--- src/rtl/tff_ctrl_pkg.sv ---
// Shared state encoding and direction constants for the T flip-flop counter controller.
// Pure declarations: no logic, no latency, no flow control.
package tff_ctrl_pkg;

  typedef enum logic [1:0] {
    ST_IDLE = 2'b00,
    ST_RUN  = 2'b01,
    ST_DONE = 2'b10
  } state_e;

  localparam logic DIR_UP   = 1'b0;
  localparam logic DIR_DOWN = 1'b1;

endpackage

--- src/rtl/tff_bit.sv ---
// Single T flip-flop: q inverts on every rising edge where t=1.
// One-cycle latency from t to q; asynchronous active-low reset clears q.
module tff_bit (
  input  logic clk,
  input  logic reset,
  input  logic t,
  output logic q
);

  logic q_q;
  logic q_d;

  always_comb begin
    q_d = q_q ^ t;
  end

  always_ff @(posedge clk or negedge reset) begin
    if (!reset) begin
      q_q <= 1'b0;
    end else begin
      q_q <= q_d;
    end
  end

  assign q = q_q;

endmodule

--- src/rtl/tff_count_ctrl.sv ---
// Start/done controlled up/down terminal counter built purely from per-bit T flip-flop toggles.
// N-count run: DONE at E(N+1), IDLE at E(N+2); halt stretches RUN; optional abort via TFF_CTRL_ABORT_EN.
module tff_count_ctrl
  import tff_ctrl_pkg::*;
#(
  parameter int WIDTH = 4
) (
  input  logic             clk,
  input  logic             reset,
`ifdef TFF_CTRL_ABORT_EN
  input  logic             abort,
`endif
  input  logic             start,
  input  logic             dir,
  input  logic [WIDTH-1:0] count_max,
  input  logic             halt,
  output logic [WIDTH-1:0] count,
  output logic [WIDTH-1:0] toggle,
  output logic             busy,
  output logic             done
);

  state_e           state_q, state_d;
  logic             dir_q, dir_d;
  logic [WIDTH-1:0] max_q, max_d;
  logic [WIDTH-1:0] toggle_c;
  logic [WIDTH-1:0] tog_up;
  logic [WIDTH-1:0] tog_dn;
  logic             at_term;
  logic             abort_hit;

  // Increment flips every bit below and including the lowest 0; decrement mirrors it on the 1s.
  always_comb begin
    tog_up    = '0;
    tog_dn    = '0;
    tog_up[0] = 1'b1;
    tog_dn[0] = 1'b1;
    for (int i = 1; i < WIDTH; i++) begin
      tog_up[i] = tog_up[i-1] & count[i-1];
      tog_dn[i] = tog_dn[i-1] & ~count[i-1];
    end
  end

  always_comb begin
    at_term = (dir_q == DIR_UP) ? (count == max_q) : (count == '0);
  end

`ifdef TFF_CTRL_ABORT_EN
  always_comb begin
    abort_hit = abort && ((state_q == ST_RUN) || (state_q == ST_DONE));
  end
`else
  always_comb begin
    abort_hit = 1'b0;
  end
`endif

  always_comb begin
    state_d  = state_q;
    dir_d    = dir_q;
    max_d    = max_q;
    toggle_c = '0;
    case (state_q)
      ST_IDLE: begin
        if (start) begin
          dir_d    = dir;
          max_d    = count_max;
          state_d  = ST_RUN;
          // The load goes through the toggles too, so the old end value is cancelled out.
          toggle_c = (dir == DIR_DOWN) ? (count ^ count_max) : count;
        end
      end
      ST_RUN: begin
        if (at_term) begin
          state_d = ST_DONE;
        end else if (!halt) begin
          toggle_c = (dir_q == DIR_DOWN) ? tog_dn : tog_up;
        end
      end
      ST_DONE: begin
        state_d = ST_IDLE;
      end
      default: begin
        state_d = ST_IDLE;
      end
    endcase
    if (abort_hit) begin
      state_d  = ST_IDLE;
      toggle_c = count;
    end
  end

  always_ff @(posedge clk or negedge reset) begin
    if (!reset) begin
      state_q <= ST_IDLE;
      dir_q   <= DIR_UP;
      max_q   <= '0;
    end else begin
      state_q <= state_d;
      dir_q   <= dir_d;
      max_q   <= max_d;
    end
  end

  for (genvar g = 0; g < WIDTH; g++) begin : g_bit
    tff_bit u_bit (
      .clk   (clk),
      .reset (reset),
      .t     (toggle_c[g]),
      .q     (count[g])
    );
  end

  assign toggle = toggle_c;
  assign busy   = (state_q == ST_RUN) || (state_q == ST_DONE);
  assign done   = (state_q == ST_DONE) && !abort_hit;

endmodule

--- config.mk ---
export PLATFORM = sky130hd
export DESIGN_NAME = tff_count_ctrl
export DESIGN_NICKNAME = d
export VERILOG_FILES = /design/src/rtl/tff_ctrl_pkg.sv /design/src/rtl/tff_bit.sv /design/src/rtl/tff_count_ctrl.sv
export SDC_FILE = /design/constraint.sdc
export NUM_CORES = 1
export LEC_CHECK = 0
export CAP_MARGIN = 0
export CORE_MARGIN = 3
export CORE_UTILIZATION = 43
export CTS_BUF_LIST = sky130_fd_sc_hd__clkbuf_16
export DETAILED_ROUTE_END_ITERATION = 16
export GPL_TIMING_DRIVEN = 1
export HOLD_SLACK_MARGIN = 0.15
export PLACE_DENSITY = 0.7
export SLEW_MARGIN = 20
export SYNTH_ARGS = -nofsm -noshare
export SYNTH_HDL_FRONTEND = slang
export SYNTH_SLANG_ARGS = --single-unit
--- constraint.sdc ---
create_clock -name clk -period 2 [get_ports clk]
set_input_delay 0.2 -clock clk [delete_from_list [all_inputs] [get_ports clk]]
set_output_delay 0.2 -clock clk [all_outputs]
set_load 0.05 [all_outputs]
==> impl_metrics.json <==
{
  "io_buffers": 18,
  "postLayoutCoreUtil": 0.7165,
  "yosysWarnings": 0,
  "worstReg2RegStart": "g_bit[2].u_bit.q",
  "ys_seq_elements": 11,
  "root_buffer": "clkbuf_16",
  "grt_pass1_vias": 711,
  "die-area_um2": 2492,
  "routed_wl_um": 2103,
  "grt_remaining_overflow": 0,
  "num_antenna_cells": 0,
  "clock_latency_ns": 0.24,
  "setup_violations": 3,
  "drive_above_1_share": 0.3947,
  "synth_top_area_share": 0.3318,
  "areaGrowthSynthToFinish_pct": 54.00,
  "final_cell_mix": "buf_4 (14), clkdlybuf4s50_1 (12), dfrtp_1 (9)",
  "ys_seq_area_frac": 0.3318,
  "rsz0062_at_grt": "true",
  "die_x_um": 49.92,
  "first_pass_iters": 5,
  "clk_pin_slew_ns": 0.04,
  "fin_nets": 128,
  "dpl_cell_area_um2": 1069,
  "cp.arrival_ns": 1.84,
  "synthTopCellsByArea": "dfrtp_1 (33%), xor2_1 (7.4%), buf_4 (7.2%)",
  "fin_hold_ws_ns": 0.3091,
  "required_ns": 1.80,
  "multi_input_area_um2": 543.0,
  "drt-vias-per-instance": 5.288,
  "drc_errors": 0,
  "final_area_um2": 1277,
  "postCtsHoldBufs": 0,
  "num-fill-cells": 123,
  "min_path_type": "in -> async",
  "syn_area_per_cell_um2": 9.427,
  "io_pins": 19,
  "cap_violations": 0,
  "hpwl_um": 1428,
  "initial_core_util": 0.4653,
  "row_count": 15,
  "htreeDepth": 1,
  "wl_per_cell_um": 15.13,
  "start_kind": "register",
  "cts_tree": "built",
  "crit_fanout": 7,
  "worst_slack_ns": -0.04080,
  "synth_nets": 101,
  "dieHeight_um": 49.92,
  "yosys.area.top_type": "dfrtp_1",
  "gr-usage-all-layers": 0.1828,
  "clk_path_buf_depth": 2,
  "fmax_ghz": 0.4900,
  "cts_sinks": 11,
  "tightestPinTransition_ns": 0.5197,
  "slew_violations": 0,
  "run_status": "finished, violations left",
  "finalWeightedCongestion": 0.8465,
  "regArea_um2": 277.8,
  "first_iter_violations": 14,
  "clock_skew_ns": 0.001128,
  "period_minus_slack_ns": 2.041,
  "grt_max_degree": 12,
  "relSlewSlack": 0.6524,
  "critical_path_class": "reg -> out",
  "vias": 735,
  "synthesis.area_um2": 829.5,
  "grt_pass1_wl_um": 3394,
  "syn_inst": 88,
  "final.period_utilization": 1.020,
  "coreArea_um2": 1783,
  "crit_start": "g_bit[2].u_bit.q",
  "antenna_left": 0,
  "endpoint_kind": "output port",
  "violations": "setup timing",
  "cts_buffers": 3,
  "layout_commonest_cell": "buf_4",
  "hold_viol_final": 0,
  "antenna_found_initial": 0,
  "synth_cell_types": 29
}
[kinds of logic (layout without fill, tap and decap cells)]
logic type               after synthesis  count (layout)  share of synthesized area
flip-flops                            11              11                     0.3318
adder cells (fa/ha/maj)                4               4                    0.06033
AO/OA/AOI/OAI                         19              19                     0.1780
buffers and inverters                 15              41                     0.1131
multiplexers                           6               6                    0.08144
AND/OR/NAND/NOR                       24              24                     0.1403
XOR/XNOR                               9               9                    0.09503
[cell usage after synthesis]
library cell  count
a211oi_1          1
or4b_4            1
clkbuf_1          1
a21oi_1           2
xnor2_1           2
inv_1             5
mux2_1            1
dfrtp_1          11
a211oi_2          1
nor2_1            8
buf_4             8
o22ai_1           1
and2_1            1
nand2b_1          1
xor2_1            7
a31o_1            1
nor3_1            2
ha_1              4
a2bb2oi_1         3
nand2_1           9
a32o_1            1
o21ai_4           1
o21bai_1          1
o21ai_0           5
nand4b_1          1
buf_6             1
nand3b_1          1
a32oi_1           2
mux2_2            5
[registers in the layout, indices dropped and copies added (netlist names)]
name	cells
g_bit.u_bit.q	4
max_q	4
state_q	2
dir_q	1
[what timing repair did]
action,CTS,global route
endpoints found under the setup margin,4,4
buffers inserted,3,2
resized for setup,13,10
pin swaps,5,4
[through the flow]
| step | setup TNS [ns] | setup slack, ns | instances |
|---|---|---|---|
| after floorplan | 0 | 0.1602 | 88 |
| after global placement | 0 | 0.08707 | 130 |
| after detailed placement | 0 | 0.05377 | 130 |
| after CTS | -0.1657 | -0.05261 | 137 |
| after global routing | -0.4964 | -0.1502 | 139 |
| final | -0.07283 | -0.04080 | 139 |
[worst paths after layout]
| check | to | slack (ns) | cells after the start |
|---|---|---|---|
| min | state_q[1] | 0.31 | 1 |
| max reg2reg | g_bit[3].u_bit.q | 0.06 | 7 |
| max in group asynchronous | g_bit[2].u_bit.q | 1.31 | 1 |
| min reg2reg | state_q[1] | 0.54 | 1 |
| min in group clk | state_q[1] | 0.54 | 1 |
| max | toggle[0] | -0.04 | 5 |
[routing by layer]
| metal | share of wire | up-vias | GRT usage |
|---|---|---|---|
| met1 | 0.43 | 361 | 0.2104 |
| met3 | 0.048 | 6 | 0.04532 |
| met5 | 0 | - | 0 |
| met4 | 0.026 | 0 | 0.1152 |
| li1 | - | 347 | - |
| met2 | 0.49 | 21 | 0.2996 |
[worst max-delay path: stages (launching register included)]
cell	delay (ns)
dfrtp_2	0.41
or4b_4	0.56
o21ai_4	0.17
a211oi_4	0.09
o21bai_4	0.21
buf_12	0.16
[final cells by class]
cell class                 count  area share
clock buffer                   3     0.05877
clock inverter                 1    0.002938
inverter                       5     0.01469
multi-input combinational     62      0.4251
sequential                    11      0.2174
tap                           25     0.02449
timing repair buffer          32      0.2566
Power is left out: the tool's default activity adds up to more than one toggle a clock period on the data nets, which glitch-free logic cannot reach.
